==> config.mk <==
export PLATFORM = sky130hd
export DESIGN_NAME = polyphase_halfband_interp_flat
export DESIGN_NICKNAME = d
export VERILOG_FILES = /design/src/rtl/polyphase_halfband_interp_pkg.sv /design/src/rtl/polyphase_halfband_interp_if.sv /design/src/rtl/polyphase_halfband_interp_mac.sv /design/src/rtl/polyphase_halfband_interp.sv /design/src/flat_wrapper.sv
export SDC_FILE = /design/constraint.sdc
export NUM_CORES = 1
export LEC_CHECK = 0
export ABC_AREA = 1
export CAP_MARGIN = 20
export CORE_MARGIN = 1.5
export CORE_UTILIZATION = 60
export DETAILED_ROUTE_END_ITERATION = 8
export PLACE_DENSITY = 0.77
export REMOVE_ABC_BUFFERS = 1
export SLEW_MARGIN = 30
export SYNTH_ARGS = -nofsm -noshare
export SYNTH_HDL_FRONTEND = slang
export SYNTH_HIERARCHICAL = 1
export SYNTH_SLANG_ARGS = --single-unit
==> constraint.sdc <==
create_clock -name clk -period 12.9 [get_ports clk]
set_clock_uncertainty 0.2 [all_clocks]
set_input_delay 1.29 -clock clk [delete_from_list [all_inputs] [get_ports clk]]
set_output_delay 1.29 -clock clk [all_outputs]
set_load 0.02 [all_outputs]
==> src/rtl/polyphase_halfband_interp_pkg.sv <==
// Shared definitions for the 2x polyphase halfband interpolator:
// FSM state encoding, accumulator sizing and the default side-tap table.
package polyphase_pkg;

  typedef enum logic [2:0] {
    ST_IDLE,
    ST_MAC,
    ST_ROUND,
    ST_OUT_EVEN,
    ST_OUT_ODD
  } state_t;

  localparam int NUM_DEFAULT_COEFS = 8;

  // Accumulator width: pre-add grows one bit, the product adds COEF_WIDTH,
  // and summing k products adds clog2(k), so the running sum never wraps.
  function automatic int acc_width(input int sample_width, input int coef_width, input int k);
    return sample_width + 1 + coef_width + $clog2(k);
  endfunction

  // Default side taps c[k] = 2*h, Q1.15, summing to 16384 (0.5) so the
  // even branch has unity DC gain. Entries beyond the table read as zero.
  function automatic int default_coef(input int k);
    case (k)
      0:       return 20741;
      1:       return -6448;
      2:       return 3254;
      3:       return -1787;
      4:       return 974;
      5:       return -500;
      6:       return 226;
      7:       return -76;
      default: return 0;
    endcase
  endfunction

endpackage

==> src/rtl/polyphase_halfband_interp_if.sv <==
// Streaming bus for the interpolator: input sample handshake on one side,
// output sample handshake on the other. The DUT takes the slave view.
interface polyphase_halfband_interp_if #(
  parameter int SAMPLE_WIDTH = 16
);

  logic                           valid_in;
  logic                           ready_in;
  logic signed [SAMPLE_WIDTH-1:0] data_in;
  logic                           valid_out;
  logic                           ready_out;
  logic signed [SAMPLE_WIDTH-1:0] data_out;

  modport slave (
    input  valid_in,
    input  data_in,
    input  ready_out,
    output ready_in,
    output valid_out,
    output data_out
  );

  modport master (
    output valid_in,
    output data_in,
    output ready_out,
    input  ready_in,
    input  valid_out,
    input  data_out
  );

endinterface

==> src/rtl/polyphase_halfband_interp_mac.sv <==
// Symmetric-tap MAC slice: pre-adds the two mirrored delay-line taps,
// multiplies by the shared coefficient and accumulates into a register
// that can be cleared at the start of each output computation.
module halfband_mac
  import polyphase_pkg::*;
#(
  parameter int SAMPLE_WIDTH = 16,
  parameter int COEF_WIDTH   = 16,
  parameter int K            = 8,
  parameter int ACC_WIDTH    = acc_width(SAMPLE_WIDTH, COEF_WIDTH, K)
) (
  input  logic                           clk,
  input  logic                           reset_n,
  input  logic                           clear,
  input  logic                           enable,
  input  logic signed [SAMPLE_WIDTH-1:0] sample_a,
  input  logic signed [SAMPLE_WIDTH-1:0] sample_b,
  input  logic signed [COEF_WIDTH-1:0]   coef,
  output logic signed [ACC_WIDTH-1:0]    acc
);

  localparam int PROD_WIDTH = SAMPLE_WIDTH + 1 + COEF_WIDTH;

  logic signed [SAMPLE_WIDTH:0]   pre_sum;
  logic signed [PROD_WIDTH-1:0]   pre_ext;
  logic signed [PROD_WIDTH-1:0]   coef_ext;
  logic signed [PROD_WIDTH-1:0]   product;

  assign pre_sum  = {sample_a[SAMPLE_WIDTH-1], sample_a} + {sample_b[SAMPLE_WIDTH-1], sample_b};
  assign pre_ext  = PROD_WIDTH'(pre_sum);
  assign coef_ext = PROD_WIDTH'(coef);
  assign product  = pre_ext * coef_ext;

  // Accumulator register: clear wins over enable so a new sample always starts from zero.
  always_ff @(posedge clk) begin
    if (!reset_n) begin
      acc <= '0;
    end else if (clear) begin
      acc <= '0;
    end else if (enable) begin
      acc <= acc + ACC_WIDTH'(product);
    end
  end

endmodule

==> src/rtl/polyphase_halfband_interp.sv <==
// 2x halfband interpolator, polyphase form. Each accepted input produces
// two outputs: the even phase is the symmetric FIR over the side taps
// (K shared multiplies, one per cycle), the odd phase is the centre tap,
// which for a halfband with x2 gain is just the delayed sample itself.
module polyphase_halfband_interp
  import polyphase_pkg::*;
#(
  parameter int SAMPLE_WIDTH = 16,
  parameter int K            = 8,
  parameter int COEF_WIDTH   = 16
) (
  input  logic clk,
  input  logic reset_n,
  polyphase_halfband_interp_if.slave stream
);

  localparam int TAPS      = 2 * K;
  localparam int ACC_WIDTH = acc_width(SAMPLE_WIDTH, COEF_WIDTH, K);
  localparam int CNT_WIDTH = $clog2(K);
  localparam int IDX_WIDTH = $clog2(TAPS);

  localparam logic signed [ACC_WIDTH-1:0] ROUND_BIAS = ACC_WIDTH'(1) << (COEF_WIDTH - 2);
  localparam logic signed [ACC_WIDTH-1:0] SAT_MAX    = ACC_WIDTH'({(SAMPLE_WIDTH-1){1'b1}});
  localparam logic signed [ACC_WIDTH-1:0] SAT_MIN    = ~SAT_MAX;

  state_t                         state;
  state_t                         next_state;
  logic [CNT_WIDTH-1:0]           mac_count;
  logic signed [SAMPLE_WIDTH-1:0] delay_line [TAPS];
  logic signed [COEF_WIDTH-1:0]   coef_rom [K];
  logic [IDX_WIDTH-1:0]           idx_a;
  logic [IDX_WIDTH-1:0]           idx_b;
  logic signed [SAMPLE_WIDTH-1:0] tap_a;
  logic signed [SAMPLE_WIDTH-1:0] tap_b;
  logic signed [COEF_WIDTH-1:0]   coef;
  logic signed [ACC_WIDTH-1:0]    acc;
  logic signed [ACC_WIDTH-1:0]    acc_biased;
  logic signed [ACC_WIDTH-1:0]    acc_shifted;
  logic signed [SAMPLE_WIDTH-1:0] rounded;
  logic signed [SAMPLE_WIDTH-1:0] rounded_reg;
  logic signed [SAMPLE_WIDTH-1:0] data_out;
  logic                           ready_in;
  logic                           valid_out;
  logic                           accept;
  logic                           last_mac;
  logic                           mac_clear;
  logic                           mac_enable;

  for (genvar i = 0; i < K; i++) begin : g_coef
    assign coef_rom[i] = COEF_WIDTH'(default_coef(i));
  end

  assign accept     = stream.valid_in && ready_in;
  assign last_mac   = (mac_count == CNT_WIDTH'(K - 1));
  assign mac_clear  = accept;
  assign mac_enable = (state == ST_MAC);

  assign stream.ready_in  = ready_in;
  assign stream.valid_out = valid_out;
  assign stream.data_out  = data_out;

  // State register; reset drops any in-flight sample and pending outputs.
  always_ff @(posedge clk) begin
    if (!reset_n) begin
      state <= ST_IDLE;
    end else begin
      state <= next_state;
    end
  end

  // Next-state logic: one sample in flight at a time, output pair held until taken.
  always_comb begin
    next_state = state;
    case (state)
      ST_IDLE:     if (accept) next_state = ST_MAC;
      ST_MAC:      if (last_mac) next_state = ST_ROUND;
      ST_ROUND:    next_state = ST_OUT_EVEN;
      ST_OUT_EVEN: if (stream.ready_out) next_state = ST_OUT_ODD;
      ST_OUT_ODD:  if (stream.ready_out) next_state = ST_IDLE;
      default:     next_state = ST_IDLE;
    endcase
  end

  // Handshake and output mux: both phases come from registers, so data_out holds under backpressure.
  always_comb begin
    ready_in  = 1'b0;
    valid_out = 1'b0;
    data_out  = '0;
    case (state)
      ST_IDLE: ready_in = 1'b1;
      ST_OUT_EVEN: begin
        valid_out = 1'b1;
        data_out  = rounded_reg;
      end
      ST_OUT_ODD: begin
        valid_out = 1'b1;
        data_out  = delay_line[K-1];
      end
      default: ;
    endcase
  end

  // MAC step counter selecting which mirrored tap pair is being processed.
  always_ff @(posedge clk) begin
    if (!reset_n) begin
      mac_count <= '0;
    end else if (state == ST_MAC) begin
      mac_count <= last_mac ? '0 : mac_count + 1'b1;
    end else begin
      mac_count <= '0;
    end
  end

  // Delay line shifts only on an accepted sample, newest at index 0.
  always_ff @(posedge clk) begin
    if (!reset_n) begin
      for (int i = 0; i < TAPS; i++) begin
        delay_line[i] <= '0;
      end
    end else if (accept) begin
      delay_line[0] <= stream.data_in;
      for (int i = 1; i < TAPS; i++) begin
        delay_line[i] <= delay_line[i-1];
      end
    end
  end

  // Tap pair and coefficient for the current MAC step: d[K-1-k] + d[K+k] share c[k].
  always_comb begin
    idx_a = IDX_WIDTH'(K - 1) - IDX_WIDTH'(mac_count);
    idx_b = IDX_WIDTH'(K) + IDX_WIDTH'(mac_count);
    tap_a = delay_line[idx_a];
    tap_b = delay_line[idx_b];
    coef  = coef_rom[mac_count];
  end

  halfband_mac #(
    .SAMPLE_WIDTH (SAMPLE_WIDTH),
    .COEF_WIDTH   (COEF_WIDTH),
    .K            (K),
    .ACC_WIDTH    (ACC_WIDTH)
  ) u_mac (
    .clk      (clk),
    .reset_n  (reset_n),
    .clear    (mac_clear),
    .enable   (mac_enable),
    .sample_a (tap_a),
    .sample_b (tap_b),
    .coef     (coef),
    .acc      (acc)
  );

  assign acc_biased  = acc + ROUND_BIAS;
  assign acc_shifted = acc_biased >>> (COEF_WIDTH - 1);

  // Round-half-up back to sample scale, clamping to the signed sample range.
  always_comb begin
    if (acc_shifted > SAT_MAX) begin
      rounded = {1'b0, {(SAMPLE_WIDTH-1){1'b1}}};
    end else if (acc_shifted < SAT_MIN) begin
      rounded = {1'b1, {(SAMPLE_WIDTH-1){1'b0}}};
    end else begin
      rounded = acc_shifted[SAMPLE_WIDTH-1:0];
    end
  end

  // Capture the even-phase result once the accumulator has settled.
  always_ff @(posedge clk) begin
    if (!reset_n) begin
      rounded_reg <= '0;
    end else if (state == ST_ROUND) begin
      rounded_reg <= rounded;
    end
  end

endmodule

==> src/flat_wrapper.sv <==
// flat-port wrapper written by rule: the top's interface ports become plain ports
module polyphase_halfband_interp_flat import polyphase_pkg::*;
#(
  parameter int SAMPLE_WIDTH = 16,
  parameter int K            = 8,
  parameter int COEF_WIDTH   = 16
)
  (clk, reset_n, stream_valid_in, stream_data_in, stream_ready_out, stream_ready_in, stream_valid_out, stream_data_out);
  polyphase_halfband_interp_if #(.SAMPLE_WIDTH(SAMPLE_WIDTH)) stream_i ();
  input  logic clk;
  input  logic reset_n;
  input wire logic [$bits(stream_i.valid_in)-1:0] stream_valid_in;
  input wire logic [$bits(stream_i.data_in)-1:0] stream_data_in;
  input wire logic [$bits(stream_i.ready_out)-1:0] stream_ready_out;
  output wire logic [$bits(stream_i.ready_in)-1:0] stream_ready_in;
  output wire logic [$bits(stream_i.valid_out)-1:0] stream_valid_out;
  output wire logic [$bits(stream_i.data_out)-1:0] stream_data_out;
  assign stream_i.valid_in = stream_valid_in;
  assign stream_i.data_in = stream_data_in;
  assign stream_i.ready_out = stream_ready_out;
  assign stream_ready_in = stream_i.ready_in;
  assign stream_valid_out = stream_i.valid_out;
  assign stream_data_out = stream_i.data_out;
  polyphase_halfband_interp #(.SAMPLE_WIDTH(SAMPLE_WIDTH), .K(K), .COEF_WIDTH(COEF_WIDTH)) u_core (.clk(clk), .reset_n(reset_n), .stream(stream_i));
endmodule
==> impl_metrics.json, run 1 <==
{
  "worstPathArrival_ps": 10650,
  "yosysWarnings": 6,
  "maxSlewHeadroom_pct": 37.1,
  "multiInputGateArea_sq_um": 15800,
  "slowest_delay_ps": 710,
  "hold_buffers": 0,
  "drive_above_1_share_pct": 4.47,
  "ys_seq_elements": 314,
  "grt_pass1_vias": 22500,
  "synthArstFlopShare_pct": 0,
  "cts_buffer_depth": 3,
  "drcViolationCount": 0,
  "cp-start-kind": "flip-flop",
  "firstDrtPassIters": 6,
  "hold_violations": 0,
  "grt_max_degree": 97,
  "rsz0062_at_grt": "no",
  "core_sq_um": 46700,
  "cts-root-buf": "clkbuf_16",
  "port_buffers": 37,
  "whs_ps": 267,
  "cap_violations": 0,
  "gp_congestion": 0.988,
  "vias": 22600,
  "grt_util_all_layers_pct": 32.2,
  "crit_type": "reg -> reg",
  "worst_pin_slew_ps": 944,
  "synthCells": 3437,
  "area_delta_synth_final_pct": 7.09,
  "cts_tree": "yes",
  "post_cts.repair.setup_buffers": 0,
  "seq_area_frac_synth_pct": 31.1,
  "overflow": 0,
  "hp-class": "reg -> reg",
  "antenna_found_initial": 3,
  "dieArea_sq_um": 48700,
  "dp_hpwl_mm": 56.9,
  "die_h_microns": 221,
  "largest_reg_flops": 256,
  "cts_resized": 0,
  "period_needed_ps": 10400,
  "cts_sinks": 314,
  "via_per_inst": 5.57,
  "status": "finished, final reports clean",
  "end_kind": "flip-flop",
  "path_clk_slew_ps": 70,
  "die_w_microns": 221,
  "synth_area_sq_um": 28400,
  "regArea_sq_um": 8850,
  "synth_edf_count": 256,
  "num_rows": 79,
  "initial_utilization_pct": 60.9,
  "synth_cell_types": 53,
  "timing.fmax_mhz": 96.1,
  "io_pins": 38,
  "cts-buffers-inserted": 35,
  "crit_fanout": 82,
  "avgSynthCellArea_sq_um": 8.27,
  "nFillCells": 3847,
  "synthFlopType": "edfxtp_1",
  "nNetsFinal": 3893,
  "wl_per_cell_microns": 18.6,
  "worstSkewPairLatency_ps": 540,
  "finalSetupTns_ps": 0,
  "cp_data_required_time_ps": 13140,
  "drtIter0Drc": 2540,
  "grt_pass1_wl_mm": 121,
  "cp_slowest_cell": "buf_4",
  "ant_nets": 0,
  "rrSetupSlack_ps": 2500,
  "wirelength_mm": 75.6,
  "finalCritPeriodShare_pct": 80.6,
  "setup_violations": 0,
  "finalMaxSlewViolations": 0,
  "htree_levels": 2
}
[area by class of cell]
cell class / instances / share of cell area (%)
antenna: 1 / 0.00822
inverter: 893 / 11.0
clock inverter: 14 / 0.431
tap: 607 / 2.49
multi-input combinational: 2112 / 51.8
clock buffer: 49 / 3.29
sequential: 314 / 29.1
timing repair buffer: 62 / 1.86
[cells in the mapped netlist (6+ instances only)]
master	count	area share (%)
inv_1	883	12
nand2_1	554	7.3
nor2_1	473	6.2
fa_1	320	23
edfxtp_1	256	27
o21ai_0	212	3.7
a21oi_1	140	2.5
ha_1	135	5.9
clkbuf_1	105	1.4
nand3_1	80	1.4
dfxtp_1	58	4.1
xor2_1	25	0.77
nand2_2	22	0.48
o211ai_1	20	0.53
o221ai_1	17	0.52
xnor2_1	17	0.52
nand4_1	16	0.35
nor3_1	12	0.21
a21o_1	11	0.29
a21oi_2	10	0.31
inv_2	7	0.092
nand3_2	6	0.21
[through the flow]
stage / area, sq um / utilization, % / cells / setup slack (ps)
4_1_cts: 30400 / 65.2 / 4051 / 2830
6_report: 30500 / 65.3 / 4052 / 2500
3_3_place_gp: 29300 / 62.8 / 3988 / 2830
5_1_grt: 30400 / 65.3 / 4051 / 1790
2_1_floorplan: 27900 / - / 3319 / 135
3_5_place_dp: 29300 / 62.8 / 3988 / 2870
[final timing paths]
path / start / endpoint / cells after the start
hold / removal: u_core/u_mac/acc[1]$_SDFFE_PP0P_ / u_core/u_mac/acc[1]$_SDFFE_PP0P_ / 2
setup reg to reg: u_core/mac_count[0]$_SDFF_PP0_ / u_core/u_mac/acc[34]$_SDFFE_PP0P_ / 37
hold reg to reg: u_core/u_mac/acc[1]$_SDFFE_PP0P_ / u_core/u_mac/acc[1]$_SDFFE_PP0P_ / 2
setup / recovery: u_core/mac_count[0]$_SDFF_PP0_ / u_core/u_mac/acc[34]$_SDFFE_PP0P_ / 37
[kinds of logic after synthesis]
logic type	count (synthesis)	share of synthesized area, %
flops	314	31.1
xor+xnor	45	1.54
fa+ha+maj	455	28.5
simple gates	1186	16.9
buf+inv	1011	13.6
compound gates	426	8.35
[critical path, delay by kind of cell (launching register included)]
family                     cells  cell delay, ps
AOI/OAI and AO/OA              3             460
buffers and inverters         11            2380
DFF                            1             360
and+or+nand+nor               15            2870
adders and majority gates      8            3990
[per-layer routing]
layer	track usage, %	wire length [microns]	vias to the layer above	share of wire (%)
met5	0	40	-	0.053
met1	46.1	32100	10900	42
li1	-	-	10400	-
met3	7.49	7610	157	10
met2	49.7	34100	1117	45
met4	8.24	1750	6	2.3
[placed cells by master, fill, tap and decap left out, types with 6 or more instances in the layout]
cell             instances
nor3_1                  11
clkinv_1                 7
a21oi_1                140
edfxtp_1               256
nand2_2                 22
nand2_1                552
o21ai_0                208
nand3_1                 80
nand3_2                  6
ha_1                   135
xnor2_1                 16
o221ai_1                17
inv_1                  882
nand4_1                 16
nor2_1                 471
clkdlybuf4s50_1         36
nor2_2                   6
xor2_1                  25
buf_4                   23
clkbuf_16               37
o211ai_1                20
a21oi_2                 10
clkbuf_1                 9
inv_2                    8
a21o_1                  11
dfxtp_1                 56
fa_1                   320
Power of run 1 is not shown: default switching activity piles up to over one toggle a cycle in this logic, so the estimate is an artifact.
==> inputs of run 2 (changes only) <==
Settings changed: CORE_UTILIZATION 60 to 59, PLACE_DENSITY 0.77 to 0.79.
Clock period 12.9 ns to 8.43 ns, I/O delays scaled along.
==> run 2 against run 1 <==
Against the previous run: final area rose by 5.6%; sequential share of layout area shrank 1.5 points; clock-buffer cell count fell by 5; wire length rose by 1.3%; core utilization rose by 2.2 points; global-route usage is 1.6 points lower; worst setup slack got worse by 2300 ps; non-clock buffer count up 130; register-to-register slack got worse by 2300 ps; cell count rose by 3.3%; critical path type unchanged; hold slack improved by 4.7 ps; largest cell class unchanged.
==> impl_metrics.json, run 2 (synthesized netlist as in run 1, its figures left out) <==
{
  "status": "finished, final reports clean",
  "firstDrtPassIters": 6,
  "wl_per_cell_microns": 18.3,
  "path_clk_slew_ps": 60,
  "grt_pass1_vias": 22400,
  "grt_max_degree": 191,
  "maxSlewHeadroom_pct": 33.4,
  "final_cell_mix": "inv_1, nand2_1, nor2_1",
  "ant_nets": 0,
  "num_rows": 80,
  "route.met3.wl_mm": 7.67,
  "grt_pass1_wl_mm": 118,
  "grt_util_all_layers_pct": 30.6,
  "cts-root-buf": "clkbuf_16",
  "dp_hpwl_mm": 56.0,
  "drtIter0Drc": 2323,
  "cts_sinks": 314,
  "crit_type": "reg -> reg",
  "die_w_microns": 223,
  "timing.fmax_mhz": 121,
  "dr_wl_met2_mm": 34.6,
  "nNetsFinal": 4020,
  "vias": 22900,
  "wl_met1_mm": 31.3,
  "initial_utilization_pct": 59.7,
  "hp-class": "reg -> reg",
  "drive_above_1_share_pct": 11.2,
  "nFillCells": 3798,
  "antenna_found_initial": 3,
  "cap_violations": 0,
  "top_layer": "met5",
  "via_per_inst": 5.48,
  "overflow": 0,
  "gp_congestion": 1.00,
  "worstPathArrival_ps": 8540,
  "finalMaxSlewViolations": 0,
  "area_delta_synth_final_pct": 13.1,
  "antenna_cells": 0,
  "finalSetupTns_ps": 0,
  "crit_fanout": 34,
  "drcViolationCount": 0,
  "cp_data_required_time_ps": 8720,
  "finalCritPeriodShare_pct": 98.0,
  "htree_levels": 1,
  "cts_tree": "yes",
  "port_buffers": 37,
  "hold_violations": 0,
  "core_sq_um": 47600,
  "worstHoldPathCells": 2,
  "wirelength_mm": 76.5,
  "period_needed_ps": 8260,
  "cp-start-kind": "flip-flop",
  "hold_buffers": 0,
  "layout_commonest_cell": "inv_1",
  "cp_slowest_cell": "fa_1",
  "cts-buffers-inserted": 31,
  "slowest_delay_ps": 560,
  "regArea_sq_um": 8860,
  "multiInputGateArea_sq_um": 16300,
  "cts_buffer_depth": 3,
  "io_pins": 38,
  "end_kind": "flip-flop",
  "r2r_cells": 38,
  "setup_violations": 0,
  "dieArea_sq_um": 49500,
  "worstSkewPairLatency_ps": 580,
  "largest_reg_flops": 256,
  "whs_ps": 272,
  "worst_pin_slew_ps": 989,
  "die_h_microns": 223
}
[run 2: changes by cell type in the layout (fill, tap and decap cells not counted), sizes merged]
cell      previous run  this run
buf                 26       151
clkinvlp             1         4
bufinv               2         1
clkinv              13        12
diode                1         0
[run 2: cell type report]
| class | instances | area share, % |
|---|---|---|
| Tap cell | 615 | 2.39 |
| Sequential cell | 314 | 27.5 |
| Multi-Input combinational cell | 2112 | 50.8 |
| Inverter | 893 | 10.5 |
| Timing Repair Buffer | 192 | 5.68 |
| Clock buffer | 44 | 2.69 |
| Clock inverter | 14 | 0.327 |
| Timing Repair inverter | 1 | 0.0156 |
[run 2: final timing paths]
path / from / endpoint / slack (ps)
worst max-delay path: u_core/mac_count[0]$_SDFF_PP0_ / u_core/u_mac/acc[21]$_SDFFE_PP0P_ / 170
worst min-delay path: u_core/rounded_reg[15]$_SDFFE_PN0P_ / u_core/rounded_reg[15]$_SDFFE_PN0P_ / 270
worst max register to register: u_core/mac_count[0]$_SDFF_PP0_ / u_core/u_mac/acc[21]$_SDFFE_PP0P_ / 170
worst min register to register: u_core/rounded_reg[15]$_SDFFE_PN0P_ / u_core/rounded_reg[15]$_SDFFE_PN0P_ / 270
[run 2: worst max-delay path, delay by kind of cell, from the launching register on]
family | cells | cell delay, ps
AOI/OAI and AO/OA | 10 | 1610
DFF | 1 | 440
buffers and inverters | 11 | 1200
xor gates and xnor gates | 1 | 170
adders and majority gates | 8 | 3860
and+or+nand+nor | 8 | 660
[run 2: metal layers]
layer	track usage, %	vias to the layer above
li1	-	10600
met1	43.3	11100
met2	46.8	1044
met3	6.44	184
met4	11.0	4
met5	0	-
[run 2: timing repair]
item                       CTS  global route
resized for setup            5           171
setup endpoints to repair    6            22
cloned                       0             6
buffers inserted             0            26
pin swaps                    0            53
[run 2: metrics by stage]
step / worst slack (ps) / area (sq um) / instances / util [%]
CTS: 13.4 / 31100 / 4152 / 65.4
detailed placement: -108 / 30200 / 4094 / 63.3
floorplan: -4330 / 27900 / 3319 / -
finish: 171 / 32200 / 4185 / 67.5
global route: -116 / 32200 / 4185 / 67.5
global placement: -65.4 / 30100 / 4094 / 63.3
Power of run 2 is left out for the same reason.
